### src/rtl/mux_n_stream.sv
// Purpose: N:1 stream multiplexer. Sel picks one input channel. Accepted words leave through a registered
//          valid/ready stage with a 2-entry skid buffer, and each word is tagged with the index of its source channel.
// Latency: 1 cycle from accept to o_OutValid when the stage is empty. Full throughput when o_OutReady stays high.
// Backpressure: once both entries hold a word, every o_InReady bit drops. o_MuxOut/o_MuxSrc hold stable while stalled.
// Ports:
//   i_Clock, i_Reset              rising-edge clock, synchronous active-high reset
//   i_MuxIn, i_InValid, o_InReady packed channel data (channel k at [k*NrOfBits +: NrOfBits]) and per-channel handshake
//   i_Sel                         channel select, sampled every cycle
//   o_MuxOut, o_MuxSrc            registered output word and the channel index it came from
//   o_OutValid, i_OutReady        output handshake
//   o_SelErr                      registered flag: i_Sel was out of range in the previous cycle
module mux_n_stream #(
  parameter int NrOfBits   = 32,
  parameter int NrOfInputs = 4,
  parameter int SelBits    = 2
) (
  input  logic                            i_Clock,
  input  logic                            i_Reset,
  input  logic [NrOfInputs*NrOfBits-1:0]  i_MuxIn,
  input  logic [NrOfInputs-1:0]           i_InValid,
  output logic [NrOfInputs-1:0]           o_InReady,
  input  logic [SelBits-1:0]              i_Sel,
  output logic [NrOfBits-1:0]             o_MuxOut,
  output logic [SelBits-1:0]              o_MuxSrc,
  output logic                            o_OutValid,
  input  logic                            i_OutReady,
  output logic                            o_SelErr
);

  typedef enum logic [1:0] {
    EMPTY = 2'd0,
    ONE   = 2'd1,
    FULL  = 2'd2
  } state_t;

  state_t                r_state;
  logic [NrOfBits-1:0]   r_main_dat;
  logic [SelBits-1:0]    r_main_src;
  logic [NrOfBits-1:0]   r_skid_dat;
  logic [SelBits-1:0]    r_skid_src;
  logic                  r_out_vld;
  logic                  r_sel_err;

  logic [31:0]           w_sel_ext;
  logic                  w_sel_ok;
  logic                  w_sel_vld;
  logic [NrOfBits-1:0]   w_sel_dat;
  logic                  w_accept;
  logic                  w_out_xfer;

  // Widen Sel before comparing it, so that NrOfInputs == 2**SelBits cannot overflow the comparison.
  assign w_sel_ext = 32'(i_Sel);
  assign w_sel_ok  = (w_sel_ext < 32'(NrOfInputs));

  // At most one channel can match Sel. An out-of-range Sel matches no channel, which leaves every ready low.
  // Ready is built only from Sel and the state, never from valid.
  always_comb begin
    o_InReady = '0;
    w_sel_vld = 1'b0;
    w_sel_dat = '0;
    for (int k = 0; k < NrOfInputs; k++) begin
      if (w_sel_ext == 32'(k)) begin
        o_InReady[k] = (r_state != FULL);
        w_sel_vld    = i_InValid[k];
        w_sel_dat    = i_MuxIn[k*NrOfBits +: NrOfBits];
      end
    end
  end

  assign w_accept   = w_sel_ok && w_sel_vld && (r_state != FULL);
  assign w_out_xfer = r_out_vld && i_OutReady;

  always_ff @(posedge i_Clock) begin
    if (i_Reset) begin
      r_state    <= EMPTY;
      r_main_dat <= '0;
      r_main_src <= '0;
      r_skid_dat <= '0;
      r_skid_src <= '0;
      r_out_vld  <= 1'b0;
      r_sel_err  <= 1'b0;
    end else begin
      r_sel_err <= !w_sel_ok;
      case (r_state)
        EMPTY: begin
          if (w_accept) begin
            r_main_dat <= w_sel_dat;
            r_main_src <= i_Sel;
            r_out_vld  <= 1'b1;
            r_state    <= ONE;
          end
        end
        ONE: begin
          if (w_accept && w_out_xfer) begin
            r_main_dat <= w_sel_dat;
            r_main_src <= i_Sel;
          end else if (w_accept) begin
            // The consumer is stalled, so the new word parks in the skid entry behind the held main word.
            r_skid_dat <= w_sel_dat;
            r_skid_src <= i_Sel;
            r_state    <= FULL;
          end else if (w_out_xfer) begin
            r_out_vld <= 1'b0;
            r_state   <= EMPTY;
          end
        end
        FULL: begin
          if (w_out_xfer) begin
            r_main_dat <= r_skid_dat;
            r_main_src <= r_skid_src;
            r_state    <= ONE;
          end
        end
        default: begin
          r_out_vld <= 1'b0;
          r_state   <= EMPTY;
        end
      endcase
    end
  end

  assign o_MuxOut   = r_main_dat;
  assign o_MuxSrc   = r_main_src;
  assign o_OutValid = r_out_vld;
  assign o_SelErr   = r_sel_err;

endmodule
### config.mk
export PLATFORM = sky130hd
export DESIGN_NAME = mux_n_stream
export DESIGN_NICKNAME = d
export VERILOG_FILES = /design/src/rtl/mux_n_stream.sv
export SDC_FILE = /design/constraint.sdc
export NUM_CORES = 1
export LEC_CHECK = 0
export ABC_CLOCK_PERIOD_IN_PS = 1500
export BUFFER_PORTS_ARGS = -buffer_cell sky130_fd_sc_hd__buf_2
export CAP_MARGIN = 0
export CORE_MARGIN = 3
export CORE_UTILIZATION = 35
export DETAILED_ROUTE_END_ITERATION = 6
export HOLD_SLACK_MARGIN = 0.02
export PLACE_DENSITY = 0.67
export SYNTH_ARGS = -nofsm -noshare
export SYNTH_HDL_FRONTEND = slang
export SYNTH_SLANG_ARGS = --single-unit
### constraint.sdc
create_clock -name i_Clock -period 1.5 [get_ports i_Clock]
set_input_delay 0 -clock i_Clock [delete_from_list [all_inputs] [get_ports i_Clock]]
set_output_delay 0 -clock i_Clock [all_outputs]
set_load 0.03 [all_outputs]
* After elaboration in Yosys (flattened, before gate mapping)
Index checks and enable logic that the tools add are counted.
** Cells by class
- Eq/ne operators :: 13
- Bitwise logic cells :: 2
- Reductions and logical operators :: 12
- $lt $le $gt $ge :: 1
- Mux-type cells :: 31
** Operators by type and width (number)
- $mux W32 :: 7
- $pmux W32 S3 :: 1
- $logic_not A32 Y1 :: 1
- $mux W2 :: 8
- $ne A2 B2 Y1 const B :: 7
- $mux W1 :: 12
- $pmux W2 S3 :: 2
- $reduce_and A4 Y1 :: 2
- $eq A2 B2 Y1 const B :: 3
- $reduce_and A5 Y1 :: 1
- $eq A2 B1 Y1 const B :: 2
- $logic_and A1 B1 Y1 :: 4
- $lt A2 B3 Y1 const B :: 1
- $ne A3 B3 Y1 const B :: 1
- $pmux W1 S3 :: 1
- $reduce_and A3 Y1 :: 1
- $reduce_bool A3 Y1 :: 1
- $logic_not A2 Y1 :: 1
- $not A1 Y1 :: 2
- $logic_not A1 Y1 :: 1
** Storage, ports and cells
- Register bits :: 72
- Input bits :: 137
- Output and inout port bits :: 40

* Logic depth before layout (Yosys ltp)
Gate-level depths: netlist of the first run.
- Depth in word-level cells :: 10
- Mapped depth :: 7
- Gate-level depth less buffers :: 4

* Worst setup path before layout of the first run
Ideal clock, no wire load.
- Path type :: reg2reg
- Start point :: register r_out_vld (netlist: o_OutValid)
- End point :: register r_main_dat[10] (netlist: o_MuxOut[10])
- Stages on the path, launching flop included :: 6
- Slack :: -91 ps
- Data arrival time :: 1500 ps
- Path buffers :: 1
- Cell sequence :: dfxtp_1 > a2bb2oi_1 > a21oi_2 > clkbuf_1 > a21oi_1 > a311oi_1
** Between the ends
- Word-level cells in the longest chain between the ends :: 4
- Elaborated cells between the ends (all ways) :: 5
- Those cells by class :: 2 x eq/ne; 3 x reduce/logical
** RTL lines
- from (decl) :: line 41 : logic r_out_vld;
- from (signal assigned) :: line 80 : r_out_vld <= 1'b0;
- from (signal assigned) :: line 89 : r_out_vld <= 1'b1;
- from (signal assigned) :: line 103 : r_out_vld <= 1'b0;
- $logic_and A1 B1 Y1 * :: line 71 : assign w_out_xfer = r_out_vld && i_OutReady;
- $logic_and A1 B1 Y1 :: line 94 : if (w_accept && w_out_xfer) begin
- $ne A2 B2 Y1 (no line)
- $reduce_and A4 Y1 (no line) *
- to (signal assigned) :: line 87 : r_main_dat <= w_sel_dat;
- to (signal assigned) :: line 95 : r_main_dat <= w_sel_dat;
- to (signal assigned) :: line 109 : r_main_dat <= r_skid_dat;
- to (decl) :: line 37 : logic [NrOfBits-1:0] r_main_dat;
Mark *: on every way between the ends. The rest lies on a longest branch, timed or not.
A chain may end at the register's enable or synchronous reset.

* Final worst setup path of the first run
- Start point :: register r_state[1]
- End point :: register r_main_src[0] (netlist: o_MuxSrc[0])
** Between the ends
- Word-level cells in the longest chain between the ends :: 5
- Elaborated cells between the ends (all ways) :: 12
- Those cells by class :: 6 x eq/ne; 1 x mux; 5 x reduce/logical
** RTL lines
- from (decl) :: line 36 : state_t r_state;
- from (signal assigned) :: line 75 : r_state <= EMPTY;
- from (signal assigned) :: line 90 : r_state <= ONE;
- from (signal assigned) :: line 101 : r_state <= FULL;
- $ne A2 B2 Y1 :: line 70 : assign w_accept = w_sel_ok && w_sel_vld && (r_state != FULL);
- $logic_and A1 B1 Y1 :: line 70
- $logic_and A1 B1 Y1 :: line 94
- $ne A2 B2 Y1 (no line)
- $reduce_and A4 Y1 (no line)
- to (signal assigned) :: line 88 : r_main_src <= i_Sel;
- to (signal assigned) :: line 96 : r_main_src <= i_Sel;
- to (signal assigned) :: line 110 : r_main_src <= r_skid_src;
- to (decl) :: line 38 : logic [SelBits-1:0] r_main_src;
Parallel ways exist; a longest one is shown, timed or not.

==> results of run 1 <==
-- metrics by stage --
stage	total power, uW	area [um2]	hold WS [ns]
2_1_floorplan	3829	3822	0.1809
3_3_place_gp	4649	4974	0.3016
3_5_place_dp	4698	4974	0.3164
4_1_cts	6734	5271	0.1261
5_1_grt	7105	5354	0.1567
6_report	6740	5354	0.1511
-- power by group through the flow --
stage	clock network, uW	registers (uW)	logic [uW]
after floorplan	0	2730	1100
after global placement	0	2370	2280
after detailed placement	0	2370	2330
after CTS	2060	2340	2340
after global routing	2160	2380	2570
final	2030	2340	2370
-- placed cells by master (no fill, tap or decap), types with 2 or more instances in the layout --
cell type      synthesis  layout
nor2_1                 4       3
nand2_1              132     132
mux2i_1                3       3
a311oi_1              30      30
bufinv_16              0       4
buf_6                 11       2
buf_12                 0      10
dfxtp_4                0       2
buf_4                  2      24
and2_1                 2       2
a21oi_1               70      70
dfxtp_1               71      68
mux4_2                33      33
dlygate4sd3_1          0       2
nor3_1                 2       2
clkbuf_8               0      10
buf_2                 13     173
o31ai_1                2       2
a211oi_1               8       8
-- per-layer routing --
layer | wire [um] | vias up | global-route usage [%]
met4 | 163 | 0 | 7.553
met3 | 736 | 10 | 4.164
met5 | 0 | - | 0
met1 | 4582 | 1827 | 20.43
li1 | - | 1890 | -
met2 | 6112 | 159 | 33.13
-- layout make-up --
| type | instances | area (um2) |
|---|---|---|
| fill | 1050 | 5109 |
| multi-input combinational | 303 | 2155 |
| sequential | 71 | 1430 |
| timing repair buffer | 213 | 1321 |
| tap | 136 | 170.2 |
| clock buffer | 11 | 141.4 |
| clock inverter | 5 | 128.9 |
| inverter | 2 | 7.507 |
-- sequential cells by signal, summed over array words and instances (netlist names) --
name	flops
o_MuxOut	32
r_skid_dat	32
o_OutValid	1
r_skid_src	2
o_MuxSrc	2
r_state	2
-- repair_timing --
item / CTS / global route
gates cloned: 0 / 2
pin swaps: 1 / 4
buffers inserted: 0 / 3
resized for setup: 4 / 10
endpoints found under the setup margin: 36 / 44
hold buffers: 2 / 0
endpoints found under the hold margin: 3 / 0
-- logic make-up after synthesis --
logic type             Yosys count  synth area share, %
AOI/OAI and AO/OA              117                19.57
other                            1              0.09827
and+or+nand+nor                149                15.61
DFF                             71                37.25
muxes                           36                20.26
buffers and inverters           45                7.213
-- worst reg2reg max path, cell delays in order, from the launching register on --
cell and delay, ns:
dfxtp_4 0.41, nor2b_1 0.08, a22oi_2 0.15, buf_4 0.17, clkbuf_4 0.22, a21oi_1 0.08
a311oi_1 0.24
-- worst max path at each step --
stage                     cells past startpoint                    start                          end  slack [ns]
after floorplan                               5  r_state[1]$_SDFFE_PP0P_                 o_InReady[0]      0.0005
after global placement                        5  r_state[1]$_SDFFE_PP0P_    o_MuxOut[18]$_SDFFE_PP0P_       -0.03
after detailed placement                      5  r_state[1]$_SDFFE_PP0P_    o_MuxOut[21]$_SDFFE_PP0P_       -0.09
after CTS                                     5  r_state[1]$_SDFFE_PP0P_    o_MuxOut[15]$_SDFFE_PP0P_       -0.02
after global routing                          5  r_state[0]$_SDFFE_PP0P_  r_skid_dat[29]$_SDFFE_PP0P_      -0.003
final                                         6  r_state[1]$_SDFFE_PP0P_     o_MuxSrc[0]$_SDFFE_PP0P_        0.07
==> impl_metrics.tcl, run 1 <==
set metrics [dict create \
    power_density_nw_per_um2 1259 \
    start_kind "register" \
    syn_area_um2 3816 \
    crit_required_ns 1.75 \
    die_w_um 110.4 \
    finClkSkew_ns 0.005788 \
    drt-total-wl_mm 11.59 \
    finish.utilization_pct 51.17 \
    grt_max_degree 41 \
    firstDrtPassIters 5 \
    finalSetupTns_ns 0 \
    crit_chain "nor2b_1 > a22oi_2 > buf_4 > clkbuf_4 > a21oi_1 > a311oi_1" \
    yosysWarnings 0 \
    core-area_um2 10460 \
    globalplace.congestion 0.8337 \
    route.detailed.drc 0 \
    cts_tree "built" \
    reg2reg_from "r_state[1]$_SDFFE_PP0P_" \
    antenna_found_initial 0 \
    clockRootBuffer "clkbuf_8" \
    initial_core_util_pct 36.47 \
    period_minus_slack_ns 1.431 \
    syn_area_per_cell_um2 9.108 \
    hold_path.startpoint "i_MuxIn[19]" \
    dp_hpwl_mm 8.476 \
    cts.sinks 71 \
    ir_drop_mv 0.5944 \
    avgRoutedWirePerCell_um 15.65 \
    min_path_type "primary input to register" \
    io_pins 177 \
    slowest_delay_ns 0.41 \
    setup_violations 0 \
    syn_inst 419 \
    die_area_um2 12190 \
    ys_ff_latch 71 \
    drive_gt1_share_pct 44.96 \
    finalHoldViolations 0 \
    holdPathStages 4 \
    holdPathEnd "r_skid_dat[19]$_SDFFE_PP0P_" \
    outcome "finished, final reports clean" \
    fmax_mhz 698.9 \
    p_seq_share_pct 34.7 \
    viasPerCell 5.244 \
    slowest_stage "dfxtp_4" \
    maxCapViolations 0 \
    crit_type "register to register" \
    crit_fanout 9 \
    cp_num_buf_inv 2 \
    syn-num-nets 556 \
    synth.top_cells.by_area "dfxtp_1, mux4_2, nand2_1" \
    syn_to_final_growth_pct 40.29 \
    synth.most_common_cell "nand2_1" \
    reg2reg_slack_ns 0.07 \
    clk_latency_ns 0.34 \
    grt_overflow 0 \
    drtAntennaViolNets 0 \
    comb_power_share_pct 35.2 \
    endpoint_kind "register" \
    p_int_uw 4495 \
    fin_cells 741 \
    die_h_um 110.4 \
    synth_top_area_share_pct 37.25 \
    async_flop_share_pct 0 \
    cellLeakagePower_uw 0.002299 \
    synth.largest_area_cell "dfxtp_1" \
    clk_pin_slew_ns 0.07 \
    drv_slew 0 \
    reg2regPathDepth 6 \
    synthFlopType "dfxtp_1" \
    critPathArrivalTime_ns 1.68 \
    synthDistinctLibCells 32 \
    dp_cells 718 \
    critPathTopFamily "compound AO/OA/AOI/OAI gates" \
    h-tree-depth 3 \
    pwr-share-clk_pct 30.1 \
    switching_share_pct 33.32 \
    setup_ws_ns 0.06926 \
    grt_first_pass_wirelength_mm 18.42 \
    rows 37 \
    p_sw_uw 2246 \
    final_nets 737 \
    cts_buffers 9 \
    io_buffers 175 \
    max-clock-path-buffers 2 \
    drtIter0Drc 189 \
    place_ws_ns -0.09249 \
    synthTopCellsByCount "nand2_1, dfxtp_1, a21oi_1" \
    yosysSeqAreaShare_pct 37.25 \
    grt_use_total_pct 18.25 \
    rr_endpoint "o_MuxSrc[0]$_SDFFE_PP0P_" \
    finalCritPeriodShare_pct 95.38 \
    grt_pass1_vias 3925 \
    diodes 0 \
    vias 3886 \
    synth_enable_flop_cells 0 \
]
No activity file was read; power rests on OpenSTA's default activity.
==> run 2, diff against run 1 <==
--- a/config.mk
+++ b/config.mk
@@ -10,6 +10,7 @@
 export CAP_MARGIN = 0
 export CORE_MARGIN = 3
 export CORE_UTILIZATION = 35
+export CTS_BUF_LIST = sky130_fd_sc_hd__clkbuf_4 sky130_fd_sc_hd__clkbuf_8
 export DETAILED_ROUTE_END_ITERATION = 6
 export HOLD_SLACK_MARGIN = 0.02
 export PLACE_DENSITY = 0.67
==> run 2 against run 1 <==
Compared with the run above: worst setup slack improved by 0.0044 ns; non-clock buffer count did not move; sequential share of layout area barely moved; critical path depth did not move; worst hold slack got worse by 0.0020 ns; register-to-register slack barely moved; via count fell by 0.26%.
==> impl_metrics.tcl, run 2 (synthesis gave the netlist of run 1 again) <==
set metrics [dict create \
    outcome "finished, final reports clean" \
    drive_gt1_share_pct 45.12 \
    antenna_found_initial 0 \
    h-tree-depth 3 \
    mostFrequentLayoutCell "buf_2" \
    mostFrequentLayoutCells "buf_2, nand2_1, a21oi_1" \
    initial_core_util_pct 36.47 \
    avgRoutedWirePerCell_um 15.72 \
    maxCapViolations 0 \
    final_nets 737 \
    cts.sinks 71 \
    place_ws_ns -0.09249 \
    vias 3876 \
    grt_first_pass_wirelength_mm 18.42 \
    clk_pin_slew_ns 0.08 \
    clockRootBuffer "clkbuf_8" \
    die_area_um2 12190 \
    die_w_um 110.4 \
    clk_latency_ns 0.34 \
    fmax_mhz 701.1 \
    diodes 0 \
    drtAntennaViolNets 0 \
    max-clock-path-buffers 2 \
    setup_violations 0 \
    grt_overflow 0 \
    io_buffers 175 \
    crit_required_ns 1.72 \
    rows 37 \
    syn_to_final_growth_pct 40.39 \
    cts_buffers 9 \
    viasPerCell 5.231 \
    ir_drop_mv 0.5943 \
    cellLeakagePower_uw 0.002303 \
    start_kind "register" \
    crit_type "register to register" \
    dp_hpwl_mm 8.476 \
    drt-total-wl_mm 11.65 \
    finish.utilization_pct 51.21 \
    globalplace.congestion 0.8337 \
    setup_ws_ns 0.07367 \
    route.detailed.drc 0 \
    grt_max_degree 41 \
    cts_tree "built" \
    wl_met1_mm 4.630 \
    firstDrtPassIters 5 \
    critPathArrivalTime_ns 1.64 \
    io_pins 177 \
    p_total_uw 6761 \
    period_minus_slack_ns 1.426 \
    drtIter0Drc 189 \
    core-area_um2 10460 \
    top_layer "met4" \
    min_path_type "primary input to register" \
    grt_use_total_pct 18.25 \
    wl_met3_um 725 \
    power_density_nw_per_um2 1262 \
    crit_fanout 10 \
    drv_slew 0 \
    finalCritPeriodShare_pct 95.09 \
    die_h_um 110.4 \
    finClkSkew_ns 0.005976 \
    grt_pass1_vias 3925 \
    finalHoldViolations 0 \
    wl_met2_mm 6.141 \
    endpoint_kind "register" \
]
[run 2: cell types whose count changed in the layout (fill, tap and decap cells not counted)]
cell	previous run	this run
clkbuf_1	1	0
clkbuf_4	1	2
[run 2: routing by layer]
metal | global-route usage (%) | vias to the layer above
met5 | 0 | -
met4 | 7.553 | 0
li1 | - | 1890
met3 | 4.164 | 8
met2 | 33.13 | 161
met1 | 20.43 | 1817
[run 2: through the flow]
step            TNS [ns]  std cells  area, um2  hold slack, ns
2_1_floorplan          0        419       3822          0.1809
3_3_place_gp     -0.1524        718       4974          0.3016
3_5_place_dp      -1.371        718       4974          0.3164
4_1_cts         -0.08858        736       5275          0.1261
5_1_grt        -0.002937        741       5358          0.1567
6_report               0        741       5358          0.1492
[run 2: timing repair]
action | 4_1_cts | 5_1_grt
endpoints found under the hold margin | 3 | 0
gates resized for setup | 4 | 10
hold buffers | 2 | 0
buffers inserted | 0 | 3
setup endpoints to repair | 36 | 44
pin swaps | 1 | 4
gates cloned | 0 | 2
[run 2: critical path, cell delays in order (launching register included)]
cell and delay (ns):
dfxtp_4 0.39, a21boi_0 0.27, buf_4 0.18, nand3_2 0.12, buf_4 0.20, nand2_1 0.08, a21oi_1 0.06
[run 2: path summary, 6_finish.rpt]
path                                    from                          end  slack (ns)  depth (start not counted)
setup / recovery     r_state[0]$_SDFFE_PP0P_  r_skid_dat[20]$_SDFFE_PP0P_        0.07                          6
hold reg to reg   r_skid_dat[9]$_SDFFE_PP0P_   r_skid_dat[9]$_SDFFE_PP0P_        0.46                          2
hold / removal                   i_MuxIn[19]  r_skid_dat[19]$_SDFFE_PP0P_        0.15                          4
setup reg to reg     r_state[0]$_SDFFE_PP0P_  r_skid_dat[20]$_SDFFE_PP0P_        0.07                          6
[run 2: final cells by class]
class                      instances  area, um2
fill                            1051       5105
multi-input combinational        303       2155
sequential                        71       1430
timing repair buffer             213       1321
tap                              136      170.2
clock buffer                      11      145.1
clock inverter                     5      128.9
inverter                           2      7.507
[run 2: report_power, final]
part | switching (uW) | total (uW) | leakage, uW | internal (uW)
Clock | 709 | 2050 | 0.000137 | 1340
Sequential | 168 | 2340 | 0.000585 | 2170
Combinational | 1370 | 2370 | 0.00158 | 1000
==> run 3, diff against run 2 <==
--- a/config.mk
+++ b/config.mk
@@ -8,6 +8,7 @@
 export ABC_CLOCK_PERIOD_IN_PS = 1500
 export BUFFER_PORTS_ARGS = -buffer_cell sky130_fd_sc_hd__buf_2
 export CAP_MARGIN = 0
+export CORE_ASPECT_RATIO = 0.5
 export CORE_MARGIN = 3
 export CORE_UTILIZATION = 35
 export CTS_BUF_LIST = sky130_fd_sc_hd__clkbuf_4 sky130_fd_sc_hd__clkbuf_8
==> run 3 against run 2 <==
Compared with the run above: combinational power fell by 3%; flip-flop and latch count did not move; clock power shrank 23%; via count down 2.2%; sequential share of layout area grew 0.76 points.
==> impl_metrics.tcl, run 3 (synthesis gave the netlist of run 1 again) <==
set metrics [dict create \
    rr_endpoint "r_skid_src[0]$_SDFFE_PP0P_" \
    grt_first_pass_wirelength_mm 17.93 \
    hold_ws_ns 0.06016 \
    vias 3789 \
    reg2reg_slack_ns 0.11 \
    p_seq_share_pct 37.5 \
    avgRoutedWirePerCell_um 15.15 \
    max-clock-path-buffers 2 \
    reg2reg_from "r_state[0]$_SDFFE_PP0P_" \
    cts_tree "built" \
    grt_overflow 0 \
    die_w_um 153.7 \
    comb_power_share_pct 37.2 \
    dp_hpwl_mm 8.128 \
    initial_core_util_pct 36.66 \
    switching_share_pct 36.58 \
    fill_cells 1031 \
    mostFrequentLayoutCells "buf_2, nand2_1, a21oi_1" \
    crit_chain "buf_4 > nor2_4 > buf_12 > nor3_1 > buf_2" \
    outcome "finished, final reports clean" \
    critPathArrivalTime_ns 1.44 \
    io_pins 177 \
    fmax_mhz 692.6 \
    p_int_uw 3939 \
    power_density_nw_per_um2 1192 \
    clk_pin_slew_ns 0.08 \
    crit_required_ns 1.50 \
    antenna_found_initial 0 \
    io_buffers 175 \
    drv_slew 0 \
    grt_max_degree 35 \
    slowest_delay_ns 0.39 \
    drtAntennaViolNets 0 \
    endpoint_kind "primary output" \
    drt-total-wl_mm 11.18 \
    ir_drop_mv 0.5407 \
    period_minus_slack_ns 1.444 \
    crit_type "register to primary output" \
    critPathTopFamily "buffers and inverters" \
    pwr-share-clk_pct 25.4 \
    final_nets 730 \
    reg2regPathDepth 5 \
    hold_path.startpoint "i_Reset" \
    rows 26 \
    slowest_stage "dfxtp_4" \
    firstDrtPassIters 4 \
    finClkSkew_ns 0.009587 \
    grt_use_total_pct 17.84 \
    setup_ws_ns 0.05615 \
    route.detailed.drc 0 \
    start_kind "register" \
    h-tree-depth 3 \
    setup_violations 0 \
    maxCapViolations 0 \
    syn_to_final_growth_pct 36.52 \
    core-area_um2 10410 \
    drtIter0Drc 174 \
    min_path_type "primary input to register" \
    die_h_um 79.84 \
    cts.sinks 71 \
    drive_gt1_share_pct 44.65 \
    diodes 0 \
    place_ws_ns -0.03360 \
    p_sw_uw 2272 \
    die_area_um2 12270 \
    viasPerCell 5.134 \
    cellLeakagePower_uw 0.002215 \
    finalSetupTns_ns 0 \
    grt_pass1_vias 3616 \
    crit_fanout 15 \
    cp_num_buf_inv 3 \
    mostFrequentLayoutCell "buf_2" \
    holdPathStages 2 \
    clockRootBuffer "clkbuf_8" \
    globalplace.congestion 0.7736 \
    cts_buffers 9 \
    clk_latency_ns 0.35 \
    finalHoldViolations 0 \
    finalCritPeriodShare_pct 96.26 \
    holdPathEnd "r_skid_src[1]$_SDFFE_PP0P_" \
    p_total_uw 6211 \
]
## run 3: final cells by class
class	count	area [um2]	area share, %
Inverter	2	7.507	0.1441
Clock buffer	10	137.6	2.642
Timing Repair Buffer	206	1232	23.66
Tap cell	140	175.2	3.362
Multi-Input combinational cell	303	2160	41.45
Clock inverter	6	67.56	1.297
Sequential cell	71	1430	27.45
## run 3: metal layers
layer	vias up	global-route usage (%)	wire, um
li1	1878	-	-
met1	1802	22.63	4861
met2	97	31.31	5695
met3	12	4.331	537
met4	0	3.700	89
met5	-	0	0
## run 3: through the flow
stage	std cells	util, %	area (um2)
2_1_floorplan	419	-	3822
3_3_place_gp	719	47.49	4943
3_5_place_dp	719	47.49	4943
4_1_cts	738	49.78	5182
5_1_grt	738	50.05	5210
6_report	738	50.05	5210
## run 3: how the worst max path moves through the flow
stage	start	to	depth (start not counted)
after floorplan	r_state[1]$_SDFFE_PP0P_	o_InReady[0]	5
after global placement	r_state[0]$_SDFFE_PP0P_	r_skid_dat[13]$_SDFFE_PP0P_	6
after detailed placement	r_state[0]$_SDFFE_PP0P_	o_MuxSrc[1]$_SDFFE_PP0P_	5
after CTS	r_state[1]$_SDFFE_PP0P_	o_InReady[3]	5
after global routing	r_state[0]$_SDFFE_PP0P_	o_InReady[0]	5
final	r_state[0]$_SDFFE_PP0P_	o_InReady[0]	5
## run 3: power groups by stage
stage	Sequential (uW)	Combinational, uW	Clock [uW]
6_report	2330	2310	1580
2_1_floorplan	2730	1100	0
5_1_grt	2360	2520	1710
4_1_cts	2320	2310	1610
3_3_place_gp	2350	2270	0
3_5_place_dp	2360	2290	0
## run 3: repair_timing
| action | CTS | global route |
|---|---|---|
| pin swaps | 0 | 0 |
| hold buffers | 1 | 0 |
| setup endpoints to repair | 7 | 24 |
| buffers inserted | 2 | 0 |
| hold endpoints to repair | 1 | 0 |
| resized for setup | 4 | 8 |
